File: config.mk
export PLATFORM = sky130hd
export DESIGN_NAME = fp_align_shifter
export DESIGN_NICKNAME = d
export VERILOG_FILES = /design/src/rtl/fp_align_shifter.sv
export SDC_FILE = /design/constraint.sdc
export NUM_CORES = 1
export LEC_CHECK = 0
export ABC_CLOCK_PERIOD_IN_PS = 6200
export CAP_MARGIN = 10
export CORE_UTILIZATION = 51
export DETAILED_ROUTE_END_ITERATION = 8
export PLACE_DENSITY = 0.81
export SYNTH_ARGS = -nofsm -noshare
export SYNTH_HDL_FRONTEND = slang
export SYNTH_SLANG_ARGS = --single-unit
File: constraint.sdc
create_clock -name clk -period 6.2 [get_ports clk]
set_input_delay 1.24 -clock clk [delete_from_list [all_inputs] [get_ports clk]]
set_output_delay 1.24 -clock clk [all_outputs]
set_load 0.05 [all_outputs]
File: src/rtl/fp_align_shifter.sv
// Two-stage mantissa alignment shifter with guard/round/sticky extraction.
// Optional macro FP_ALIGN_STICKY_CHECK_EN adds an OR-reduction sticky self-check.
module fp_align_shifter #(
  parameter int unsigned SizeMantissa = 23
) (
  input  logic                              clk,
  input  logic                              rst_n,
  input  logic                              in_valid,
  output logic                              in_ready,
  input  logic [SizeMantissa+1:0]           mantissa,
  input  logic [$clog2(SizeMantissa+1)-1:0] trailing_zeros,
  input  logic [7:0]                        shift_amount,
  output logic                              out_valid,
  input  logic                              out_ready,
  output logic [SizeMantissa+1:0]           shifted,
  output logic                              guard,
  output logic                              round_bit,
  output logic                              sticky,
  output logic                              sticky_mismatch
);

  localparam int unsigned W   = SizeMantissa + 2;
  localparam int unsigned TzW = $clog2(SizeMantissa + 1);

  logic           s1_valid_q, s1_valid_d;
  logic [W-1:0]   s1_mant_q;
  logic [TzW-1:0] s1_tz_q;
  logic [7:0]     s1_shift_q;
  logic           s2_valid_q, s2_valid_d;
  logic [W-1:0]   s2_shifted_q;
  logic           s2_guard_q, s2_round_q, s2_sticky_q;

  logic           s1_load, s1_advance;
  logic [W+1:0]   ext;
  logic [8:0]     s_ext, tz_ext;
  logic           sticky_tz;

  assign s1_advance = s1_valid_q && (!s2_valid_q || out_ready);
  assign in_ready   = !s1_valid_q || s1_advance;
  assign s1_load    = in_valid && in_ready;

  always_comb begin
    s1_valid_d = s1_valid_q;
    if (s1_load)         s1_valid_d = 1'b1;
    else if (s1_advance) s1_valid_d = 1'b0;
    s2_valid_d = s2_valid_q;
    if (s1_advance)     s2_valid_d = 1'b1;
    else if (out_ready) s2_valid_d = 1'b0;
  end

  // Two extra low bits catch guard and round as they fall off the end.
  assign ext = {s1_mant_q, 2'b00} >> s1_shift_q;

  // Lowest set bit sits at trailing_zeros, so sticky is set once s-3 reaches it.
  always_comb begin
    s_ext     = {1'b0, s1_shift_q};
    tz_ext    = 9'(s1_tz_q);
    sticky_tz = 1'b0;
    if (tz_ext <= 9'(SizeMantissa)) begin
      sticky_tz = (s_ext >= tz_ext + 9'd3);
    end else begin
      sticky_tz = s1_mant_q[W-1] && (s_ext >= 9'(SizeMantissa + 4));
    end
  end

  always_ff @(posedge clk or negedge rst_n) begin
    if (!rst_n) begin
      s1_valid_q <= 1'b0;
      s1_mant_q  <= '0;
      s1_tz_q    <= '0;
      s1_shift_q <= '0;
    end else begin
      s1_valid_q <= s1_valid_d;
      if (s1_load) begin
        s1_mant_q  <= mantissa;
        s1_tz_q    <= trailing_zeros;
        s1_shift_q <= shift_amount;
      end
    end
  end

  always_ff @(posedge clk or negedge rst_n) begin
    if (!rst_n) begin
      s2_valid_q   <= 1'b0;
      s2_shifted_q <= '0;
      s2_guard_q   <= 1'b0;
      s2_round_q   <= 1'b0;
      s2_sticky_q  <= 1'b0;
    end else begin
      s2_valid_q <= s2_valid_d;
      if (s1_advance) begin
        s2_shifted_q <= ext[W+1:2];
        s2_guard_q   <= ext[1];
        s2_round_q   <= ext[0];
        s2_sticky_q  <= sticky_tz;
      end
    end
  end

  assign out_valid = s2_valid_q;
  assign shifted   = s2_shifted_q;
  assign guard     = s2_guard_q;
  assign round_bit = s2_round_q;
  assign sticky    = s2_sticky_q;

`ifdef FP_ALIGN_STICKY_CHECK_EN
  logic [W-1:0] or_mask;
  logic         sticky_or;
  logic         mismatch_q;

  // Mask covers bits [s-3:0]; a shift of s-2 >= W saturates to all ones.
  always_comb begin
    or_mask = '0;
    if (s1_shift_q >= 8'd3) or_mask = ~({W{1'b1}} << (s1_shift_q - 8'd2));
    sticky_or = |(s1_mant_q & or_mask);
  end

  always_ff @(posedge clk or negedge rst_n) begin
    if (!rst_n) begin
      mismatch_q <= 1'b0;
    end else if (s1_advance) begin
      mismatch_q <= (sticky_or != sticky_tz);
    end
  end

  assign sticky_mismatch = s2_valid_q && mismatch_q;
`else
  assign sticky_mismatch = 1'b0;
`endif

endmodule

==> results of run 1 <==
==> logic make-up after synthesis <==
group                      synth area share
xor gates and xnor gates            0.00640
AOI/OAI and AO/OA                     0.148
DFF                                   0.414
buffers and inverters                0.0365
and+or+nand+nor                       0.113
muxes                                 0.260
adders and majority gates            0.0213
other                              0.000913
==> sequential cells by signal, summed over array words and instances (netlist names) <==
register    count
sticky          1
s1_tz_q         5
shifted        25
s1_mant_q      25
s1_valid_q      1
round_bit       1
out_valid       1
s1_shift_q      8
guard           1
==> worst max-delay path by stage <==
stage	endpoint	slack [ns]
floorplan	in_ready	3.13
global placement	in_ready	1.93
detailed placement	in_ready	1.91
CTS	in_ready	1.89
global route	in_ready	1.79
finish	in_ready	1.90
==> per-stage QoR <==
step / hold slack [ns] / instance area (um^2)
after floorplan: 0.480 / 4110
after global routing: 0.545 / 5090
final: 0.497 / 5090
after detailed placement: 0.486 / 4840
after global placement: 0.474 / 4840
after CTS: 0.505 / 5090
==> power by group through the flow <==
stage          Combinational, W  Clock (W)  Sequential (W)
2_1_floorplan          0.000331          0        0.000597
3_3_place_gp           0.000490          0        0.000573
3_5_place_dp           0.000498          0        0.000576
4_1_cts                0.000503   0.000458        0.000568
5_1_grt                0.000542   0.000482        0.000578
6_report               0.000505   0.000457        0.000570
==> cell usage in the layout (no fill, tap or decap), drive strengths merged, types with 8 or more instances in the layout <==
master	instances
a21oi	11
a22o	8
clkbuf	10
clkdlybuf4s50	70
dfrtp	68
mux2	54
mux2i	24
mux4	9
nand2	32
nand2b	11
nor2	13
o21ai	12
o22ai	8
==> layer usage <==
| metal | vias to the layer above | GRT usage |
|---|---|---|
| met5 | - | 0 |
| met4 | 0 | 0.0990 |
| met3 | 21 | 0.0439 |
| met2 | 122 | 0.390 |
| met1 | 1652 | 0.350 |
| li1 | 1542 | - |
==> critical path, cell delays in order <==
cell and delay (ns):
clkdlybuf4s50_1 0.41, nor2b_1 0.48, nand2_1 0.18, clkdlybuf4s50_1 0.74
==> final cells by class <==
class,instances,area share
Inverter,5,0.00369
Timing Repair Buffer,75,0.145
Multi-Input combinational cell,273,0.443
Clock buffer,10,0.0270
Clock inverter,6,0.0219
Tap cell,102,0.0251
Sequential cell,68,0.334
==> results.tsv, run 1 <==
stage	metric	value	unit
layout	Layout Utilization	0.655	
logic_synthesis	synthesized instance count	372	
timing	final hold vios	0	
logic_synthesis	ys async rst share	1.00	
logic_synthesis	Post-Syn Area	4110	um^2
timing	PnR worst setup slack	1.90	ns
routing	WL met1	4460	um
pwr	Net Sw Frac	0.342	
timing	unrepaired setup endpoints after global routing	false	
timing	setup violators final	0	
outcome	status	finished clean	
floorplanning	Die H	91.8	um
routing	top routing layer in use	met4	
layout	multi-input logic area	2260	um^2
routing	vias	3337	
floorplanning	Initial Util	0.529	
routing	post-route ant nets	0	
routing	routed wl met2	4760	um
routing	DR DRC count	0	
logic_synthesis	mean post-synth cell area	11.0	um^2
logic_synthesis	syn_nets	421	
min_path	hold depth	2	
logic_synthesis	Synth Register Bits	68	
logic_synthesis	post-synth top area share	0.414	
clock_network	Clock Latency Late Sink	0.36	ns
floorplanning	Die X	91.8	um
global_route	vias in the first global route	3128	
layout	sequential cell area	1700	um^2
logic_synthesis	Top FF cell, synth	dfrtp_1	
routing	Routed WL	9950	um
flow_run	MaxCap Viol Count	0	
layout	Synth-to-Final Area Change	23.9	%
place	RePlAce Congestion	0.879	
logic_synthesis	YS warnings	0	
pwr	Combinational Power Share	0.330	
setup_path	Startpoint Class	primary input	
timing	Final Cycle Share	0.694	
timing	worst clock skew	0.0126	ns
clock_network	H-tree depth	3	
logic_synthesis	Post-synth top cells	dfrtp_1 (68), mux2_2 (48), nand2_1 (32), mux2i_1 (24), nor2_1 (12)	
setup_path	Worst R2R End	round_bit	
floorplanning	# rows	32	
setup_path	Worst Setup SP	out_ready	
routing	DR vias/cell	6.19	
pwr	Net Switching	0.000524	W
clock_network	total clock sinks	68	
logic_synthesis	top cells by area, synth	dfrtp_1 (41%), mux2_2 (13%), mux2i_1 (5.8%)	
global_route	first-pass GRT wire length	16300	um
global_route	Tot GR Track Use	0.251	
clock_network	CTS Hold Bufs	0	
global_route	largest net degree at the start of global routing	69	
setup_path	critical setup path kind	primary input to primary output	
timing	Worst Tran Pin Value	1.01	ns
pwr	Reg power frac	0.372	
pwr	Design Power	0.00153	W
timing	fmax	233	MHz
timing	fin. max-slew vios	0	
floorplanning	die area	8420	um^2
clock_network	# resized after CTS	0	
global_route	total congestion overflow	0	
clock_network	clk buf depth	2	
place	dpl ws	1.91	ns
min_path	HP Class	flop to flop	
logic_synthesis	Seq/Total Area, Yosys	0.414	
place	PortBufs	71	
logic_synthesis	Distinct cells, synth	58	
pwr	clock share of power	0.298	
clock_network	Reg clk slew, reported paths	0.08	ns
setup_path	Critical R2R Launch	s1_shift_q[2]	
pwr	Pint	0.00101	W
setup_path	reg-to-reg slack, setup	3.68	ns
logic_synthesis	cell taking the most area after synthesis	dfrtp_1	
setup_path	CP Max Fanout	9	
logic_synthesis	Post-synth EDFFs	0	
floorplanning	IO Count	73	
setup_path	Worst EP required	4.96	ns
clock_network	Post-CTS Setup Repair Bufs	0	
min_path	Min-Delay Startpoint	shifted[21]	
routing	WL per Instance	18.5	um
routing	Met3 Routed Length	495	um
layout	fin nets	481	
min_path	Hold EP	shifted[21]	
floorplanning	Core Region	7770	um^2
timing	final setup TNS	0	ns
layout	fin cells	539	
layout	ant diodes	0	
setup_path	CP Capture Type	primary output	
global_route	initial antenna violation count	0	
pwr	pwr dens	301	nW/um^2
routing	1st-pass router iterations	5	
timing	min cycle time layout	4.30	ns
place	hpwl dp	7100	um
layout	number of fill cells	639	
clock_network	CTS root buf	clkbuf_8	
routing	DRT iter0 DRCs	246	
timing	slew margin rel.	0.327	
layout	share of cells above drive strength 1	0.199	
place	placed cells	523	
logic_synthesis	count leader, synth	dfrtp_1	
clock_network	CTS tree	done	
clock_network	number of CTS-inserted buffers	9	
pwr	Static Leak	2.10	nW
pwr	Worst VDD drop	144	uV
setup_path	crit path DAT	3.06	ns
setup_path	R2R cell count	5	
(Power assumes the default switching activity.)
==> inputs of run 2 (changes only) <==
==> config.mk (replaced) <==
export PLATFORM = sky130hd
export DESIGN_NAME = fp_align_shifter
export DESIGN_NICKNAME = d
export VERILOG_FILES = /design/src/rtl/fp_align_shifter.sv
export SDC_FILE = /design/constraint.sdc
export NUM_CORES = 1
export LEC_CHECK = 0
export ABC_CLOCK_PERIOD_IN_PS = 3460
export CAP_MARGIN = 10
export CORE_UTILIZATION = 48
export DETAILED_ROUTE_END_ITERATION = 8
export PLACE_DENSITY = 0.8
export SYNTH_ARGS = -nofsm -noshare
export SYNTH_HDL_FRONTEND = slang
export SYNTH_SLANG_ARGS = --single-unit
==> constraint.sdc (replaced) <==
create_clock -name clk -period 3.46 [get_ports clk]
set_input_delay 0.692 -clock clk [delete_from_list [all_inputs] [get_ports clk]]
set_output_delay 0.692 -clock clk [all_outputs]
set_load 0.05 [all_outputs]
==> run 2 against run 1 <==
  * Combinational power is 83% higher
  * Via count shrank 1.1%
  * Highest routed layer unchanged
  * Setup slack got worse by 1.2 ns
  * Largest cell class unchanged
==> results.tsv, run 2 (synthesized netlist as in run 1, its figures left out) <==
stage	metric	value	unit	change
place	placed cells	529		+1.1%
layout	ant diodes	0		unchanged
pwr	Net Switching	0.000931	W	+78%
floorplanning	Initial Util	0.498		-0.0314
clock_network	Post-CTS Setup Repair Bufs	0		unchanged
place	RePlAce Congestion	0.880		about the same
timing	final hold vios	0		unchanged
pwr	clock share of power	0.263		-0.035
pwr	Reg power frac	0.387		+0.015
clock_network	CTS Hold Bufs	0		unchanged
pwr	pwr dens	522	nW/um^2	+73%
layout	number of fill cells	690		+8.0%
timing	fin. max-slew vios	0		unchanged
timing	final setup TNS	0	ns	unchanged
global_route	first-pass GRT wire length	16900	um	+3.7%
global_route	Global Route met2 Usage	0.414		+0.0233
clock_network	CTS root buf	clkbuf_8		
clock_network	# resized after CTS	0		unchanged
routing	DR DRC count	0		unchanged
global_route	total congestion overflow	0		unchanged
layout	share of cells above drive strength 1	0.203		+0.00411
flow_run	MaxCap Viol Count	0		unchanged
clock_network	Reg clk slew, reported paths	0.07	ns	about the same
min_path	HP Class	primary input to asynchronous set/reset pin		
floorplanning	Die H	94.5	um	+3.0%
timing	Final Cycle Share	0.802		
global_route	Tot GR Track Use	0.254		+0.00272
layout	fin cells	543		+0.74%
global_route	vias in the first global route	3216		+2.8%
timing	min cycle time layout	2.78	ns	
floorplanning	# rows	33		+3.1%
global_route	largest net degree at the start of global routing	39		-43%
layout	multi-input logic area	2260	um^2	unchanged
routing	DR vias/cell	6.08		-1.9%
place	hpwl dp	7760	um	+9.3%
routing	Routed WL	10500	um	+5.9%
pwr	Combinational Power Share	0.350		+0.020
clock_network	number of CTS-inserted buffers	9		unchanged
layout	fin nets	484		+0.62%
timing	worst clock skew	0.00777	ns	-0.00487 ns
pwr	Pint	0.00172	W	+70%
clock_network	total clock sinks	68		unchanged
global_route	Most Crowded Layer GR	met2		
layout	sequential cell area	1700	um^2	unchanged
routing	vias	3299		-1.1%
clock_network	clk buf depth	2		unchanged
timing	slew margin rel.	0.418		+0.0902
floorplanning	Die X	94.5	um	+3.0%
pwr	Static Leak	2.10	nW	about the same
clock_network	H-tree depth	3		unchanged
pwr	Worst VDD drop	236	uV	+64%
timing	fmax	360	MHz	
floorplanning	die area	8930	um^2	+6.1%
place	PortBufs	71		unchanged
clock_network	CTS tree	done		
timing	Worst Tran Pin Value	0.874	ns	-0.133 ns
routing	WL per Instance	19.4	um	+5.1%
place	dpl ws	0.593	ns	-1.31 ns
routing	DRT iter0 DRCs	245		-0.41%
setup_path	Worst Setup SP	out_ready		
layout	most frequent cells in the layout	clkdlybuf4s50_1 (69), dfrtp_1 (68), mux2_2 (48)		
routing	post-route ant nets	0		unchanged
timing	worst hold slack	0.411	ns	-0.0860 ns
global_route	GRT met1 Usage	0.337		-0.0121
setup_path	Startpoint Class	primary input		
clock_network	Clock Latency Late Sink	0.35	ns	about the same
setup_path	crit path DAT	2.08	ns	-0.98 ns
setup_path	Worst EP required	2.77	ns	-2.19 ns
setup_path	CP Max Fanout	9		unchanged
place	post-placement cell area	4860	um^2	+0.49%
setup_path	critical setup path kind	primary input to primary output		
timing	PnR worst setup slack	0.684	ns	-1.22 ns
floorplanning	Core Region	8260	um^2	+6.3%
pwr	Net Sw Frac	0.352		+0.00943
outcome	status	finished clean		
setup_path	CP Capture Type	primary output		
timing	setup violators final	0		unchanged
global_route	global-route met3 utilization	0.0475		+0.00356
layout	finished layout cell area	5070	um^2	-0.32%
layout	Synth-to-Final Area Change	23.5	%	
layout	most common cell after layout, fill and taps aside	clkdlybuf4s50_1		
routing	1st-pass router iterations	5		unchanged
timing	unrepaired setup endpoints after global routing	false		
floorplanning	IO Count	73		unchanged
global_route	initial antenna violation count	0		unchanged
setup_path	Critical R2R Launch	s1_shift_q[2]		
==> run 2: cell count changes in the layout (fill, tap and decap cells not counted), sizes merged <==
cell,delta
clkdlybuf4s50,-1
bufinv,-2
clkbuf,+3
clkinv,-2
clkinvlp,-1
buf,+4
==> run 2: power by group through the flow <==
stage               combinational [W]  clock, W  sequential (W)
global route                 0.000997  0.000750         0.00104
detailed placement           0.000915         0         0.00104
finish                       0.000926  0.000695         0.00103
CTS                          0.000923  0.000707         0.00102
floorplan                    0.000592         0         0.00107
global placement             0.000899         0         0.00103
==> run 2: routing by layer <==
| metal | vias to the layer above | share of wire |
|---|---|---|
| li1 | 1545 | - |
| met1 | 1634 | 0.45 |
| met2 | 106 | 0.49 |
| met3 | 14 | 0.045 |
| met4 | 0 | 0.016 |
| met5 | - | 0 |
==> run 2: final timing paths <==
check / cells after the start / slack [ns] / endpoint
worst max-delay path: 4 / 0.68 / in_ready
worst min-delay path: 1 / 0.41 / shifted[11]
worst max register to register: 6 / 0.81 / shifted[16]
worst min register to register: 1 / 0.50 / shifted[24]
max in group asynchronous: 2 / 2.13 / s1_tz_q[4]
min in group clk: 1 / 0.50 / shifted[24]
==> run 2: cell type report <==
| cell class | count | share of cell area |
|---|---|---|
| Multi-Input combinational cell | 273 | 0.445 |
| Tap cell | 105 | 0.0259 |
| Inverter | 5 | 0.00370 |
| Clock inverter | 1 | 0.00592 |
| Clock buffer | 13 | 0.0353 |
| Sequential cell | 68 | 0.335 |
| Timing Repair Buffer | 78 | 0.149 |
==> run 2: through the flow <==
stage | total power (W) | util
2_1_floorplan | 0.00166 | -
3_3_place_gp | 0.00193 | 0.589
3_5_place_dp | 0.00195 | 0.589
4_1_cts | 0.00265 | 0.614
5_1_grt | 0.00278 | 0.614
6_report | 0.00265 | 0.614
==> run 2: critical path, cell delays in order <==
cell and delay [ns]:
clkdlybuf4s50_1 0.41, nor2b_1 0.56, nand2_1 0.18, buf_4 0.23
==> inputs of run 3 (changes only) <==
==> config.mk (replaced) <==
export PLATFORM = sky130hd
export DESIGN_NAME = fp_align_shifter
export DESIGN_NICKNAME = d
export VERILOG_FILES = /design/src/rtl/fp_align_shifter.sv
export SDC_FILE = /design/constraint.sdc
export NUM_CORES = 1
export LEC_CHECK = 0
export ABC_CLOCK_PERIOD_IN_PS = 2900
export CAP_MARGIN = 10
export CORE_UTILIZATION = 51
export DETAILED_ROUTE_END_ITERATION = 8
export PLACE_DENSITY = 0.81
export SYNTH_ARGS = -nofsm -noshare
export SYNTH_HDL_FRONTEND = slang
export SYNTH_SLANG_ARGS = --single-unit
==> constraint.sdc (replaced) <==
create_clock -name clk -period 2.9 [get_ports clk]
set_input_delay 0.58 -clock clk [delete_from_list [all_inputs] [get_ports clk]]
set_output_delay 0.58 -clock clk [all_outputs]
set_load 0.05 [all_outputs]
==> run 3 against run 2 <==
  * Sequential cell count did not move
  * Sequential share of layout area fell by 0.70 points
  * Routed wire length fell by 1.7%
  * Clock-buffer cell count fell by 1
  * Global-route usage rose by 1.2 points
  * Core utilization rose by 5.3 points
  * Combinational power rose by 25%
  * Hold slack got worse by 0.16 ns
  * First-iteration DRC count fell by 5.3%
  * Setup slack got worse by 0.14 ns
  * Via count rose by 3.1%
  * Largest power group unchanged
==> results.tsv, run 3 (synthesized netlist as in run 1, its figures left out) <==
stage	metric	value	unit	change
floorplanning	Die X	91.8	um	-2.9%
setup_path	CP Capture Type	flop		
floorplanning	die area	8420	um^2	-5.8%
clock_network	CTS Hold Bufs	0		unchanged
min_path	HP Class	primary input to asynchronous set/reset pin		
floorplanning	Core Region	7770	um^2	-5.9%
clock_network	Clock Latency Late Sink	0.34	ns	about the same
global_route	first-pass GRT wire length	17300	um	+2.0%
global_route	Tot GR Track Use	0.266		+0.0124
setup_path	Startpoint Class	flop		
timing	Final Cycle Share	0.811		
layout	Synth-to-Final Area Change	26.1	%	
routing	WL per Instance	18.7	um	-3.4%
clock_network	Post-CTS Setup Repair Bufs	0		unchanged
layout	most common cell after layout, fill and taps aside	clkdlybuf4s50_1		
clock_network	CTS tree	done		
place	hpwl dp	7830	um	+0.97%
outcome	status	finished clean		
setup_path	CP Max Fanout	20		+11
routing	1st-pass router iterations	5		unchanged
timing	final hold vios	0		unchanged
floorplanning	# rows	32		-3.0%
timing	PnR worst setup slack	0.549	ns	-0.135 ns
floorplanning	Initial Util	0.529		+0.0314
timing	unrepaired setup endpoints after global routing	false		
setup_path	Worst EP required	3.13	ns	+0.36 ns
timing	fmax	425	MHz	
place	PortBufs	71		unchanged
setup_path	crit path DAT	2.58	ns	+0.50 ns
timing	setup violators final	0		unchanged
routing	DRT iter0 DRCs	232		-5.3%
setup_path	R2R cell count	6		unchanged
floorplanning	IO Count	73		unchanged
flow_run	MaxCap Viol Count	0		unchanged
timing	worst clock skew	0.00944	ns	+0.00167 ns
global_route	initial antenna violation count	0		unchanged
clock_network	clk buf depth	2		unchanged
routing	post-route ant nets	0		unchanged
pwr	Worst VDD drop	360	uV	+52%
layout	share of cells above drive strength 1	0.226		+0.0230
layout	ant diodes	0		unchanged
global_route	largest net degree at the start of global routing	42		+7.7%
place	dpl ws	0.423	ns	-0.169 ns
clock_network	# resized after CTS	0		unchanged
timing	fin. max-slew vios	0		unchanged
timing	slew margin rel.	0.506		+0.0880
setup_path	Worst R2R End	shifted[15]		
setup_path	Critical R2R Launch	s1_shift_q[2]		
setup_path	reg-to-reg slack, setup	0.55	ns	-0.26 ns
routing	DR DRC count	0		unchanged
place	RePlAce Congestion	0.888		+0.93%
timing	final setup TNS	0	ns	unchanged
timing	min cycle time layout	2.35	ns	
clock_network	total clock sinks	68		unchanged
routing	Routed WL	10400	um	-1.7%
clock_network	H-tree depth	3		unchanged
global_route	total congestion overflow	0		unchanged
routing	DR vias/cell	6.15		+1.3%
layout	fin nets	495		+2.3%
global_route	vias in the first global route	3383		+5.2%
layout	most frequent cells in the layout	clkdlybuf4s50_1 (69), dfrtp_1 (68), mux2_2 (48)		
pwr	pwr dens	598	nW/um^2	+15%
setup_path	critical setup path kind	flop to flop		
pwr	Static Leak	2.16	nW	+3.0%
clock_network	CTS root buf	clkbuf_8		
clock_network	Reg clk slew, reported paths	0.08	ns	about the same
floorplanning	Die H	91.8	um	-2.9%
clock_network	number of CTS-inserted buffers	9		unchanged
timing	Worst Tran Pin Value	0.735	ns	-0.139 ns
routing	vias	3402		+3.1%
==> run 3: how the worst max path moves through the flow <==
stage | from | slack (ns) | to
after floorplan | out_valid | 0.50 | s1_mant_q[0]
after detailed placement | out_ready | 0.42 | shifted[4]
after global placement | out_ready | 0.50 | shifted[4]
after CTS | s1_shift_q[2] | 0.58 | shifted[15]
final | s1_shift_q[2] | 0.55 | shifted[15]
after global routing | s1_tz_q[0] | 0.39 | sticky
==> run 3: metal layers <==
layer,GRT usage,up-vias,part of all wire
met1,0.364,1706,0.46
li1,-,1559,-
met2,0.419,117,0.47
met3,0.0489,20,0.046
met5,0,-,0
met4,0.108,0,0.025
==> run 3: power by group <==
group	switching [W]	leakage [nW]	internal, W
Clock	0.000359	0.0982	0.000376
Combinational	0.000616	1.21	0.000542
Sequential	0.000146	0.850	0.00106
==> run 3: critical path, cell delays in order, from the launching register on <==
cell and delay, ns:
dfrtp_1 0.68, buf_12 0.24, mux2_4 0.33, mux2_2 0.28, mux2_2 0.31, a222oi_1 0.32, inv_1 0.07
==> run 3: final cells by class <==
type | count | area, um^2
multi-input cells | 273 | 2260
flip-flops and latches | 68 | 1700
inverters | 5 | 18.8
clock inverters | 4 | 22.5
clock buffers | 12 | 165
well taps | 102 | 128
repair buffers | 89 | 888
fillers | 601 | 2590
==> run 3: metrics by stage <==
stage                      util  instance area [um^2]  cells  total power, W  hold slack (ns)
final                     0.667                  5180    553         0.00310            0.254
after global routing      0.667                  5180    553         0.00327            0.299
after CTS                 0.667                  5180    553         0.00310            0.276
after detailed placement  0.643                  4990    537         0.00237            0.477
after global placement    0.643                  4990    537         0.00234            0.472
after floorplan               -                  4110    372         0.00198            0.284
==> patch, RTL diff (flow settings as in run 3) <==
Add a define of `FP_ALIGN_STICKY_CHECK_EN`.
--- a/src/rtl/fp_align_shifter.sv
+++ b/src/rtl/fp_align_shifter.sv
@@ -2,2 +2,4 @@
 // Optional macro FP_ALIGN_STICKY_CHECK_EN adds an OR-reduction sticky self-check.
+`define FP_ALIGN_STICKY_CHECK_EN
+
 module fp_align_shifter #(
Function: changed (Yosys sat finds a counterexample within 4 cycles, from zero or initial values and one cycle with rst_n low).
==> patch against run 3 <==
  * Final area increased by 15%
  * Worst setup slack got worse by 0.41 ns
  * Sequential power rose by 5%
  * Area after synthesis increased by 17%
  * Total power up 17%
  * Wire length up 40%
  * Sequential cell count increased by 1
  * Cell count increased by 33%
==> patch: results (changes against run 3) <==
| Metric | Value |
|---|---|
| Int Pwr | 2.14 mW (was 1.98 mW) |
| Run status | completed (unchanged) |
| Dpl hpwl | 11.2 mm (was 7.83 mm) |
| Worst Clk Skew | 0.00761 ns (was 0.00944 ns) |
| R2r endpoint | mismatch_q$_DFFE_PN0P_ (was shifted[15]$_DFFE_PN0P_) |
| Fraction of layout cells with a size suffix above 1 | 19.0% (was 22.6%) |
| Fill cells | 789 (was 601) |
| Slowest-stage cell, CP | dfrtp_1 (unchanged) |
| GRT Total Usage | 30.9% (was 26.6%) |
| HP Class | input pin to async pin (unchanged) |
| CP Data Arrival Time | 3.01 ns (was 2.58 ns) |
| Area contributors post-synth | dfrtp_1, mux2_2, mux2i_1 (unchanged) |
| Measured slew at the worst slew-check pin | 0.801 ns (was 0.735 ns) |
| Crit-path max cell delay | 0.39 ns (was 0.68 ns) |
| R2R cell count | 11 (was 6) |
| Top cell type by total area after synthesis | dfrtp_1 (unchanged) |
| First-pass GRT wire length | 23.5 mm (was 17.3 mm) |
| Vias after detailed routing | 4563 (was 3402) |
| Largest net degree at the start of global routing | 39 (was 42) |
| CTS buffer count | 9 (unchanged) |
| Worst skew pair latency | approximately 0.35 ns |
| Root Buffer | clkbuf_8 (unchanged) |
| Initial antenna violation count | 0 (unchanged) |
| Syn Nets | 593 (was 421) |
| Most instantiated cells after synthesis | dfrtp_1, nand2_1, mux2_2, nor2_1, o21ai_0 (was dfrtp_1, mux2_2, nand2_1) |
| IO buf count | 72 (was 71) |
| VDD IR max | 0.294 mV (was 0.360 mV) |
| Initial DRC count | 297 (was 232) |
| RD Place Congestion | 0.969 (was 0.888) |
| Vias in the first global route | 4563 (was 3383) |
| First-pass DRT Iterations | 5 (unchanged) |
| Nets | 673 (was 495) |
| Unique masters post-synth | 65 (was 58) |
| Post-route DRC | 0 (unchanged) |
| Largest delay share family, worst path | compound AO/OA/AOI/OAI gates (was multiplexers) |
| Ys async rst share | 100% (unchanged) |
| CP max FO | 10 (was 20) |
| GRT overflow | 0 (unchanged) |
| Seq/Total Area, Yosys | 35.9% (was 41.4%) |
| DP Area | 0.00578 sq mm (was 0.00499 sq mm) |
| Critical R2R Launch | s1_shift_q[2]$_DFFE_PN0P_ (unchanged) |
| Leakage | 2.49 nW (was 2.16 nW) |
| YS warnings | 0 (unchanged) |
| R2R setup slack | 0.14 ns (was 0.55 ns) |
| Routed wire length | 14.5 mm (was 10.4 mm) |
| Clock transition at the registers of the reported paths | 0.08 ns (about the same) |
| Antenna cells | 0 (unchanged) |
| CTS Buffer Depth | 2 (unchanged) |
| H-tree levels | 3 (unchanged) |
patch: kinds of logic (layout without fill, tap and decap cells):
kind of cell	after synthesis	after routing	share of synthesized area, %
buf+inv	51	135	4.55
simple gates	185	185	18.4
xor+xnor	8	8	1.61
compound gates	142	142	19.0
flops	69	69	35.9
mux	78	78	18.3
fa+ha+maj	9	9	2.34
patch: per-layer routing:
metal | vias to the layer above | routed length, um | GRT usage (%) | part of all wire (%)
met5 | - | 0 | 0 | 0
met4 | 0 | 758 | 16.5 | 5.2
met3 | 56 | 788 | 6.11 | 5.4
met2 | 204 | 6880 | 51.3 | 47
met1 | 2163 | 6110 | 38.1 | 42
li1 | 2140 | - | - | -
patch: what timing repair did:
item,CTS,global route
endpoints found under the setup margin,0,1
resized for setup,0,3
setup buffers,0,1
patch: worst max-delay path by stage:
stage | from | to | slack (ns) | depth (start not counted)
final | s1_shift_q[2]$_DFFE_PN0P_ | mismatch_q$_DFFE_PN0P_ | 0.14 | 11
after global routing | s1_tz_q[0]$_DFFE_PN0P_ | mismatch_q$_DFFE_PN0P_ | -0.005 | 12
after CTS | s1_shift_q[1]$_DFFE_PN0P_ | mismatch_q$_DFFE_PN0P_ | 0.11 | 11
after detailed placement | s1_shift_q[1]$_DFFE_PN0P_ | mismatch_q$_DFFE_PN0P_ | 0.13 | 11
after global placement | s1_shift_q[3]$_DFFE_PN0P_ | mismatch_q$_DFFE_PN0P_ | 0.16 | 9
after floorplan | s1_shift_q[2]$_DFFE_PN0P_ | mismatch_q$_DFFE_PN0P_ | 0.007 | 13
patch: layout make-up:
class | instances | area, sq um | area share (%)
Clock buffer | 14 | 173 | 2.89
Clock inverter | 1 | 5.00 | 0.0836
Inverter | 12 | 45.0 | 0.753
Multi-Input combinational cell | 422 | 2900 | 48.4
Sequential cell | 69 | 1730 | 28.9
Tap cell | 111 | 139 | 2.32
Timing Repair Buffer | 108 | 996 | 16.6
patch: through the flow:
step	hold slack, ns	cells	setup slack (ns)
floorplan	0.284	542	0.00671
global placement	0.455	721	0.164
detailed placement	0.464	721	0.131
CTS	0.340	736	0.105
global route	0.383	737	-0.00506
finish	0.318	737	0.141
patch: worst reg2reg max path, cell delays in order (launching register included):
cell	delay (ns)
dfrtp_1	0.39
inv_2	0.07
ha_2	0.30
buf_4	0.18
nand2b_1	0.07
o22a_1	0.20
o2bb2ai_4	0.23
o211ai_1	0.13
o31a_1	0.26
nor4_2	0.39
a31oi_1	0.16
nor4_2	0.28
patch: power groups by stage:
stage | registers, mW | logic [mW] | clock network [mW]
after global placement | 1.28 | 1.56 | 0
after floorplan | 1.34 | 0.969 | 0
final | 1.27 | 1.62 | 0.734
after global routing | 1.29 | 1.74 | 0.784
after CTS | 1.26 | 1.58 | 0.744
after detailed placement | 1.28 | 1.58 | 0
